==> src/rtl/serial_adder_pkg.sv <==
// serial_adder_pkg: FSM state encoding shared by the bit-serial adder.
// Revision 1.0
`default_nettype none

package serial_adder_pkg;

  typedef enum logic [0:0] {
    IDLE = 1'b0,
    RUN  = 1'b1
  } state_t;

endpackage

`default_nettype wire

==> src/rtl/serial_adder_fa.sv <==
// serial_adder_fa: combinational one-bit full adder.
// Revision 1.0
`default_nettype none

module serial_adder_fa (
  input  logic a,
  input  logic b,
  input  logic c,
  output logic sum,
  output logic carry
);

  assign sum   = a ^ b ^ c;
  assign carry = (a & b) | (a & c) | (b & c);

endmodule

`default_nettype wire

==> src/rtl/serial_adder.sv <==
// serial_adder: LSB-first bit-serial adder, one bit per clock through a single full adder.
// Revision 1.0
`default_nettype none

module serial_adder #(
  parameter int WIDTH = 8
) (
  input  logic             clk,
  input  logic             rst,
  input  logic             start,
  input  logic [WIDTH-1:0] a,
  input  logic [WIDTH-1:0] b,
  input  logic             cin,
  output logic             busy,
  output logic             done,
  output logic [WIDTH-1:0] sum,
  output logic             cout
);

  import serial_adder_pkg::*;

  localparam int               CNT_W = $clog2(WIDTH);
  localparam logic [CNT_W-1:0] LAST  = CNT_W'(WIDTH - 1);

  state_t             state, state_nxt;
  logic               load, finish;
  logic [WIDTH-1:0]   a_sh, b_sh;
  // Only the upper WIDTH-1 result bits are ever stored: bit 0 of a
  // conventional shift register would always be shifted out unread.
  logic [WIDTH-2:0]   sum_sh;
  logic               carry;
  logic [CNT_W-1:0]   cnt;
  logic               fa_sum, fa_carry;
  logic [WIDTH-1:0]   shift_val;

  serial_adder_fa u_fa (
    .a     (a_sh[0]),
    .b     (b_sh[0]),
    .c     (carry),
    .sum   (fa_sum),
    .carry (fa_carry)
  );

  assign shift_val = {fa_sum, sum_sh};
  assign busy      = (state == RUN);

  always_comb begin
    state_nxt = state;
    load      = 1'b0;
    finish    = 1'b0;
    case (state)
      IDLE: begin
        if (start) begin
          load      = 1'b1;
          state_nxt = RUN;
        end
      end
      RUN: begin
        if (cnt == LAST) begin
          finish    = 1'b1;
          state_nxt = IDLE;
        end
      end
      default: state_nxt = IDLE;
    endcase
  end

  always_ff @(posedge clk) begin
    if (rst) begin
      state  <= IDLE;
      a_sh   <= '0;
      b_sh   <= '0;
      sum_sh <= '0;
      carry  <= 1'b0;
      cnt    <= '0;
      sum    <= '0;
      cout   <= 1'b0;
      done   <= 1'b0;
    end else begin
      state <= state_nxt;
      done  <= finish;
      if (load) begin
        a_sh   <= a;
        b_sh   <= b;
        carry  <= cin;
        sum_sh <= '0;
        cnt    <= '0;
      end else if (state == RUN) begin
        a_sh   <= a_sh >> 1;
        b_sh   <= b_sh >> 1;
        sum_sh <= shift_val[WIDTH-1:1];
        carry  <= fa_carry;
        cnt    <= cnt + CNT_W'(1);
      end
      // Outputs move only at completion so partial sums are never visible.
      if (finish) begin
        sum  <= shift_val;
        cout <= fa_carry;
      end
    end
  end

endmodule

`default_nettype wire

==> config.mk <==
export PLATFORM = sky130hd
export DESIGN_NAME = serial_adder
export DESIGN_NICKNAME = d
export VERILOG_FILES = /design/src/rtl/serial_adder_pkg.sv /design/src/rtl/serial_adder_fa.sv /design/src/rtl/serial_adder.sv
export SDC_FILE = /design/constraint.sdc
export NUM_CORES = 1
export LEC_CHECK = 0
export CAP_MARGIN = 20
export CORE_ASPECT_RATIO = 1.25
export CORE_MARGIN = 10
export CORE_UTILIZATION = 46
export DETAILED_ROUTE_END_ITERATION = 12
export GPL_TIMING_DRIVEN = 0
export HOLD_SLACK_MARGIN = 0.12
export PLACE_DENSITY = 0.75
export SLEW_MARGIN = 20
export SYNTH_ARGS = -nofsm -noshare
export SYNTH_HDL_FRONTEND = slang
export SYNTH_SLANG_ARGS = --single-unit
==> constraint.sdc <==
create_clock -name clk -period 1.3 [get_ports clk]
set_clock_uncertainty 0.05 [all_clocks]
set_input_delay 0.13 -clock clk [delete_from_list [all_inputs] [get_ports clk]]
set_output_delay 0.13 -clock clk [all_outputs]
set_load 0.01 [all_outputs]
==> flow_metrics.tcl <==
set metrics [dict create \
    synthTopCellsByArea "dfxtp_1 45%, mux2i_1 10%, a211oi_1 6.7%, a21oi_1 5.7%, nor2b_1 5.6%" \
    layout.nets 230 \
    dieWidth_um 73.9 \
    period_share_pct 100 \
    synth_nets 192 \
    rsz0062_at_grt "true" \
    dpl.hpwl_um 2840 \
    grt_max_degree 12 \
    synth_flop_cell "dfxtp_1" \
    grt_antenna_before_repair 0 \
    status "complete, but fails checks" \
    ys_seq_area_share_pct 45.5 \
    finalSetupViolCount 1 \
    setup.worst_path.end_class "register" \
    syn_area_um2 1670 \
    dr.pass1.iters 4 \
    n_antenna_cell 0 \
    cp_slowest_stage_delay_ps 350 \
    critical_path.top_delay_family "compound AO/OA/AOI/OAI gates" \
    initial_core_util_pct 47.6 \
    vias_per_cell 5.42 \
    track_usage_pct 12.6 \
    drt_wl_total_um 3970 \
    cts-htree-levels 2 \
    cp_slowest_cell "dfxtp_2" \
    yosys.area.top_type_share_pct 45.5 \
    drt.antenna.violating_nets 0 \
    power_switching_uw 586 \
    die_area_um2 6460 \
    max_slew.worst_pin.slew_ps 469 \
    core-area_um2 3510 \
    gp_congestion 0.803 \
    maxSlewHeadroom_pct 68.8 \
    maxCapViolCount 0 \
    final_hold_viol_count 0 \
    numCtsBuffers 5 \
    crit_buf_inv 1 \
    hold_class "in -> reg" \
    clk_path_buf_depth 2 \
    report.final.slew_viol_count 0 \
    critPathMaxFanout 5 \
    drive_gt1_share_pct 20.7 \
    wl_per_cell_um 16.1 \
    synthToLayoutAreaGrowth_pct 30.6 \
    swShare_pct 24.4 \
    drc 0 \
    arrival_ps 1470 \
    clock_latency_ps 280 \
    cts_setup_buffers 0 \
    yosysMostFrequentCell "dfxtp_1" \
    grt_pass1_wl_um 6510 \
    pwr-share-clk_pct 34.2 \
    p_int_uw 1810 \
    cp_cell_sequence "ha_4 > ha_4 > clkbuf_8 > a21bo_2 > a21oi_2" \
    critPathLaunchType "register" \
    seqPwrFrac_pct 52.6 \
    grt_pass1_vias 1435 \
    p_leak_uw 0.000887 \
    power.total_uw 2400 \
    io_buffers 28 \
    syn_avg_cell_area_um2 9.90 \
    clk_pin_slew_ps 70 \
    crit_type "reg -> reg" \
    ir_drop_uv 1050 \
    cpMostUsedCell "ha_4" \
    clock-sinks 38 \
    violations "negative setup slack" \
    grt-ovfl-total 0 \
    vias 1339 \
    power_density_nw_per_um2 1100 \
    clockRootBuffer "clkbuf_8" \
    synthArstFlopShare_pct 0 \
    synth_seq_cells 38 \
    synth_edf_count 0 \
    fmax_ghz 0.766 \
    combPwrFrac_pct 13.2 \
    yosys-top-cells-count "38 x dfxtp_1, 19 x a21oi_1, 17 x mux2i_1" \
    finalCriticalPeriod_ps 1310 \
    cp.required_ps 1470 \
    yosysWarnings 0 \
    fin_ws_ps -5.51 \
    die-height_um 87.4 \
    tns_ps -5.51 \
    dpl_cell_area_um2 2000 \
    rows 24 \
    io_pins 31 \
    yosysTopAreaCell "dfxtp_1" \
    drt_iter0_drc 47 \
    final_cell_area_um2 2180 \
    cts_tree "built" \
    synth_cell_types 20 \
    synthCells 169 \
]
==> layout make-up <==
cell class	instances	area [um^2]
flip-flops and latches	38	763
clock inverters	1	5.00
multi-input cells	114	870
clock buffers	7	86.3
fillers	318	1330
plain buffers	16	110
inverters	1	3.75
repair buffers	31	298
well taps	39	48.8
==> state kept, by name, indices dropped and copies added, names as in the netlist <==
| name | cells |
|---|---|
| b_sh | 8 |
| cnt | 3 |
| sum | 8 |
| carry | 1 |
| done | 1 |
| cout | 1 |
| sum_sh | 7 |
| busy | 1 |
| a_sh | 8 |
==> routing by layer <==
| metal | vias to the layer above | global-route usage, % | wire (um) |
|---|---|---|---|
| li1 | 669 | - | - |
| met1 | 625 | 13.5 | 1680 |
| met2 | 40 | 21.8 | 1960 |
| met3 | 5 | 4.68 | 273 |
| met4 | 0 | 4.24 | 50 |
| met5 | - | 0 | 0 |
==> repair_timing <==
action | CTS | global route
setup endpoints to repair | 22 | 20
pin swaps | 0 | 1
endpoints found under the hold margin | 5 | 0
gates cloned | 1 | 1
gates resized for setup | 24 | 12
hold buffers | 1 | 0
==> cell families (layout without fill, tap and decap cells) <==
logic type                 count (synthesis)  in the layout  synth area share (%)
AOI/OAI and AO/OA                         44             44                  18.3
adders and majority gates                  3              3                  2.69
and+or+nand+nor                           50             50                  17.7
buffers and inverters                     17             56                  5.61
muxes                                     17             17                  10.2
DFF                                       38             38                  45.5
==> power by group through the flow <==
| stage | logic (uW) | registers, uW | clock network (uW) |
|---|---|---|---|
| CTS | 307 | 1260 | 841 |
| detailed placement | 303 | 1280 | 0 |
| floorplan | 197 | 1270 | 0 |
| finish | 316 | 1260 | 819 |
| global placement | 288 | 1280 | 0 |
| global route | 348 | 1270 | 884 |
==> per-stage QoR <==
step | hold slack [ps] | setup WS (ps) | utilization (%) | cells
2_1_floorplan | 275 | 8.38 | - | 169
3_3_place_gp | 401 | -116 | 57.0 | 236
3_5_place_dp | 412 | -166 | 57.0 | 236
4_1_cts | 218 | 6.16 | 61.0 | 246
5_1_grt | 274 | -19.5 | 62.2 | 247
6_report | 219 | -5.51 | 62.2 | 247
==> layout by cell type, fill, tap and decap left out, drive strengths merged <==
cell type / netlist / routed
inv: 1 / 1
a211oi: 15 / 15
clkbuf: 5 / 14
a21bo: 9 / 9
dlymetal6s4s: 0 / 1
nand2b: 3 / 3
fa: 1 / 1
buf: 11 / 11
or3b: 10 / 10
a21oi: 20 / 20
nor2: 1 / 1
nand2: 10 / 10
nor2b: 15 / 15
mux2i: 17 / 17
dlygate4sd2: 0 / 11
dfxtp: 38 / 38
nor3: 2 / 2
nand3: 9 / 9
clkinv: 0 / 1
clkdlybuf4s50: 0 / 17
ha: 2 / 2
==> final timing paths <==
path	start	endpoint	cells after the start	slack, ps
setup / recovery	cnt[0]	sum[4]	5	-6
setup reg to reg	cnt[0]	sum[4]	5	-6
hold reg to reg	sum_sh[0]	sum[0]	2	430
hold / removal	rst	sum_sh[3]	2	220
No activity file was read; power rests on OpenSTA's default activity.
